`src/rtl/hazard_stall_unit.sv`:
```
// Hazard and stall controller for the five-stage core: load-use stalls,
// multi-cycle mult/matr occupancy of ID, and taken-branch flushes of IF/ID.
module hazard_stall_unit #(
  parameter int MULT_LAT = 3,
  parameter int MATR_LAT = 8
) (
  input  logic       clk,
  input  logic       rst,
  input  logic [6:0] id_opcode,
  input  logic [6:0] id_funct7,
  input  logic [4:0] id_rs1,
  input  logic [4:0] id_rs2,
  input  logic       ex_MemRead,
  input  logic [4:0] ex_rd,
  input  logic       ex_BranchTaken,
  output logic       CtrlSrc,
  output logic       PCWrite,
  output logic       IFIDWrite,
  output logic       IFIDFlush,
  output logic       busy
);

  localparam int MAX_LAT = (MULT_LAT > MATR_LAT) ? MULT_LAT : MATR_LAT;
  localparam int CW      = $clog2(MAX_LAT) + 1;

  localparam logic [6:0] OP_RTYPE  = 7'b0110011;
  localparam logic [6:0] OP_ADDI   = 7'b0010011;
  localparam logic [6:0] OP_LOAD   = 7'b0000011;
  localparam logic [6:0] OP_STORE  = 7'b0100011;
  localparam logic [6:0] OP_BRANCH = 7'b1100011;
  localparam logic [6:0] F7_MULT   = 7'b0000001;
  localparam logic [6:0] F7_MATR   = 7'b0000011;

  typedef enum logic {
    IDLE,
    MULTI
  } state_t;

  state_t        state;
  logic [CW-1:0] cnt;
  logic [CW-1:0] lat_r;

  logic          uses_rs1;
  logic          uses_rs2;
  logic          is_mult;
  logic          is_matr;
  logic          load_use;
  logic [CW-1:0] op_lat;
  logic          enter_multi;
  logic          count_more;
  logic          stall;

  // Decode of the instruction sitting in IF/ID; unknown opcodes read no registers.
  always_comb begin
    uses_rs1 = (id_opcode == OP_RTYPE) || (id_opcode == OP_ADDI) ||
               (id_opcode == OP_LOAD)  || (id_opcode == OP_STORE) ||
               (id_opcode == OP_BRANCH);
    uses_rs2 = (id_opcode == OP_RTYPE) || (id_opcode == OP_STORE) ||
               (id_opcode == OP_BRANCH);
    is_mult  = (id_opcode == OP_RTYPE) && (id_funct7 == F7_MULT);
    is_matr  = (id_opcode == OP_RTYPE) && (id_funct7 == F7_MATR);
    load_use = ex_MemRead && (ex_rd != 5'd0) &&
               ((uses_rs1 && (ex_rd == id_rs1)) || (uses_rs2 && (ex_rd == id_rs2)));
    op_lat   = is_mult ? CW'(MULT_LAT) : (is_matr ? CW'(MATR_LAT) : '0);
    // A single-cycle multi-op behaves like any other instruction.
    enter_multi = (is_mult || is_matr) && (op_lat >= CW'(2));
    count_more  = (cnt < (lat_r - CW'(1)));
  end

  // Mealy decision: reset, then flush, then an in-flight multi count, then IDLE hazards.
  always_comb begin
    stall = 1'b0;
    if (!rst && !ex_BranchTaken) begin
      if (state == MULTI) begin
        stall = count_more;
      end else begin
        stall = load_use || enter_multi;
      end
    end
  end

  always_comb begin
    CtrlSrc   = 1'b0;
    PCWrite   = 1'b1;
    IFIDWrite = 1'b1;
    IFIDFlush = 1'b0;
    if (rst || stall) begin
      CtrlSrc   = 1'b1;
      PCWrite   = 1'b0;
      IFIDWrite = 1'b0;
    end else if (ex_BranchTaken) begin
      CtrlSrc   = 1'b1;
      IFIDFlush = 1'b1;
    end
  end

  assign busy = (state == MULTI) && !rst;

  // Once in MULTI only lat_r governs; the ID opcode and load-use are ignored until release.
  always_ff @(posedge clk) begin
    if (rst) begin
      state <= IDLE;
      cnt   <= '0;
      lat_r <= '0;
    end else if (ex_BranchTaken) begin
      state <= IDLE;
      cnt   <= '0;
    end else begin
      case (state)
        IDLE: begin
          if (!load_use && enter_multi) begin
            state <= MULTI;
            cnt   <= CW'(1);
            lat_r <= op_lat;
          end
        end
        MULTI: begin
          if (count_more) begin
            cnt <= cnt + CW'(1);
          end else begin
            state <= IDLE;
            cnt   <= '0;
          end
        end
        default: begin
          state <= IDLE;
          cnt   <= '0;
        end
      endcase
    end
  end

endmodule

```
`config.mk`:
```
export PLATFORM = sky130hd
export DESIGN_NAME = hazard_stall_unit
export DESIGN_NICKNAME = d
export VERILOG_FILES = /design/src/rtl/hazard_stall_unit.sv
export SDC_FILE = /design/constraint.sdc
export NUM_CORES = 1
export LEC_CHECK = 0
export ABC_AREA = 0
export CAP_MARGIN = 30
export CORE_MARGIN = 2
export CORE_UTILIZATION = 40
export DETAILED_ROUTE_END_ITERATION = 12
export GPL_TIMING_DRIVEN = 1
export MAX_ROUTING_LAYER = met4
export PLACE_DENSITY = 0.91
export SETUP_SLACK_MARGIN = 0.4
export SYNTH_ARGS = -nofsm -noshare
export SYNTH_HDL_FRONTEND = slang
export SYNTH_SLANG_ARGS = --single-unit
```
`constraint.sdc`:
```
create_clock -name clk -period 5.55 [get_ports clk]
set_input_delay 1.665 -clock clk [delete_from_list [all_inputs] [get_ports clk]]
set_output_delay 1.665 -clock clk [all_outputs]
set_load 0.005 [all_outputs]
```
==> flow_summary_export.csv <==
group,metric,value,unit
worst_setup_path,cp_data_required_time,3880,ps
worst_setup_path,r2r_slack,3640,ps
cells_and_area,nFillCells,116,
cells_and_area,stdcell_count,146,
sta,finClkSkew,1.36,ps
worst_setup_path,critical_path.cell_chain,"dlygate4sd2_1, or4_1, o211a_1, and2_4, buf_4, o21a_1, dlygate4sd2_1",
worst_setup_path,crit_path_top_delay_cell,"or4_1",
floorplanning,fp.dieH,45.2,um
clocking,cts_setup_buffers,0,
pwr,power.density,129,nW/um^2
sta,slew_headroom,63.2,%
floorplanning,ioPinCount,38,
cells_and_area,areaGrowthSynthToFinish,67.5,%
floorplanning,core,1540,um^2
global_route,grt_pass1_vias,822,
sta,grt_setup_unrepaired,"false",
logic_synthesis,yosysUniqueCellTypes,35,
global_route,grt_pass1_wl,3.58,mm
logic_synthesis,synthDominantCellAreaShare,20.7,%
floorplanning,dieArea,2040,um^2
place,hpwl,1.86,mm
worst_setup_path,critical_path.most_common_cell,"dlygate4sd2_1",
logic_synthesis,yosys_most_used_dff,"dfxtp_1",
logic_synthesis,synth_cells,84,
sta,timing.final.ws_setup,500,ps
route,antenna_left,0,
sta,fmax,198,MHz
worst_setup_path,r2r_start,"lat_r[1]",
sta,final-hold-violation-count,0,
logic_synthesis,syn_area_per_cell,8.07,um^2
logic_synthesis,synth_area,678,um^2
logic_synthesis,synth_nets,120,
worst_setup_path,cp-end-kind,"output port",
route,drt-total-wl,2.36,mm
cells_and_area,layout.cells.most_common,"clkdlybuf4s50_1",
run_status,status,"finished, final reports clean",
place,gp_congestion,0.814,
cells_and_area,final_cell_mix,"30 x clkdlybuf4s50_1, 10 x nor2_1, 10 x xnor2_1, 7 x dfxtp_1, 7 x buf_4",
clocking,worstSkewPairLatency,260,ps
worst_setup_path,crit_path_start,"ex_rd[1]",
sta,tightest_slew,552,ps
logic_synthesis,synth_area_leaders,"dfxtp_1 21%, xnor2_1 13%, ha_1 5.5%",
worst_setup_path,critPathKind,"in -> out",
clocking,clockRootBuffer,"clkbuf_4",
route,num_vias,838,
route,drt_iter0_drc,14,
pwr,leakagePower,0.439,nW
cells_and_area,final_nets,167,
min_path,min_path_type,"reg -> reg",
clocking,cts_max_path_buffers,2,
route,via_per_inst,5.74,
place,dp_cells,142,
logic_synthesis,ys_ff_latch,7,
cells_and_area,postLayoutCellArea,1140,um^2
worst_setup_path,cp_slowest_stage_delay,520,ps
floorplanning,placementRows,14,
sta,timing.hold.ws,508,ps
global_route,grt_max_degree,11,
pwr,vdd_drop_max,0.0872,mV
logic_synthesis,synth_edf_count,0,
worst_setup_path,crit_family,"simple AND/OR/NAND/NOR gates",
clocking,clkSlewWorstSetupHoldPaths,50,ps
clocking,cts_hold_buf,0,
route,drc,0,
route,dr.pass1.iters,4,
clocking,numCtsBuffers,3,
logic_synthesis,async_reset_ff_share,0,%
cells_and_area,final_layout_size_suffix_gt1_share,13.8,%
clocking,cts_max_level,1,
logic_synthesis,synth_top_cell_by_area,"dfxtp_1",
sta,setup_viol,0,
clocking,cts_tree,"done",
place,placed_area,1110,um^2
floorplanning,die_w,45.2,um
route,wl_per_cell,16.2,um
cells_and_area,num_antenna_cells,0,
worst_setup_path,regToRegEndpoint,"cnt[0]",
floorplanning,start_util,44.0,%
worst_setup_path,worstSetupPathDepth,7,
worst_setup_path,critPathArrivalTime,3380,ps
worst_setup_path,cp_max_fo,2,
place,place_ws,-202,ps
logic_synthesis,yosys_warnings,0,
clocking,cts_num_sinks,7,
sta,fin_crit_sh,91.0,%
sta,maxSlewViolCount,0,
place,io_buffers,37,
global_route,grt_usage,25.3,%
global_route,grt_overflow,0,
flow_run,drv_cap,0,
logic_synthesis,synth.yosys.seq_area_share,20.7,%
worst_setup_path,start_kind,"primary input",
worst_setup_path,crit_end,"CtrlSrc",
worst_setup_path,critical_path_buf_inv_count,3,
sta,min_period,5050,ps
worst_setup_path,reg2reg_depth,6,
global_route,antenna_found_initial,0,
[routing by layer]
metal  global-route usage [%]  routed length (um)
met1                     25.0                 925
met2                     45.7                1120
met3                     6.80                 272
met4                     11.2                  44
met5                        -                   0
[flip-flops by register name (all words and copies together) (netlist names)]
name   flops
cnt        4
lat_r      2
state      1
[worst min path at each step]
stage	from	slack, ps	cells after the start	to
floorplan	lat_r[3]	460	2	lat_r[3]
global route	lat_r[3]	560	2	lat_r[3]
CTS	lat_r[3]	510	2	lat_r[3]
global placement	lat_r[3]	480	2	lat_r[3]
detailed placement	lat_r[3]	500	2	lat_r[3]
finish	lat_r[3]	510	2	lat_r[3]
[power by group]
group          total (mW)  internal, mW  leakage, nW  switching, mW
logic              0.0469        0.0309        0.368         0.0160
registers          0.0503        0.0503       0.0563     0.00000311
clock network      0.0490        0.0276       0.0150         0.0214
[synth_stat cells, drive strengths merged (2+ instances only)]
cell type / instances
or2: 2
nor2b: 2
ha: 3
o22ai: 2
o21ai: 2
nor3: 2
a311oi: 2
a2111oi: 2
nor2: 10
or3: 2
buf: 2
nand3: 5
a21oi: 6
dfxtp: 7
nand2b: 3
xnor2: 10
nand2: 6
[tightest hold or removal path, cell delays in order (launching register included)]
cell and delay (ps):
dfxtp_1 320, nand2b_1 70, mux2i_1 70
[per-stage QoR]
step | util [%] | TNS (ps) | total power, mW
CTS | 73.5 | 0 | 0.147
floorplan | - | 0 | 0.0648
detailed placement | 71.9 | -403 | 0.0991
global placement | 71.9 | -182 | 0.0969
finish | 73.7 | 0 | 0.146
global route | 73.7 | 0 | 0.152
[layout make-up]
cell class	count	area [um^2]	share of cell area [%]
Multi-Input combinational cell	74	536	47.1
Tap cell	16	20.0	1.76
Clock buffer	4	26.3	2.31
Sequential cell	7	140	12.3
Inverter	1	3.75	0.330
Timing Repair Buffer	44	410	36.1
[kinds of logic (layout without fill, tap and decap cells)]
logic type,after synthesis,in the layout,synth area share (%)
xor+xnor,11,11,14.2
simple gates,39,39,30.4
fa+ha+maj,3,3,5.54
compound gates,19,19,23.1
flops,7,7,20.7
mux,2,2,3.69
buf+inv,3,49,2.40
[what timing repair did]
item / CTS / global route
endpoints found under the setup margin: 3 / 1
resized for setup: 14 / 1
pin swaps: 2 / 1
Power figures use the tool's default switching activity.
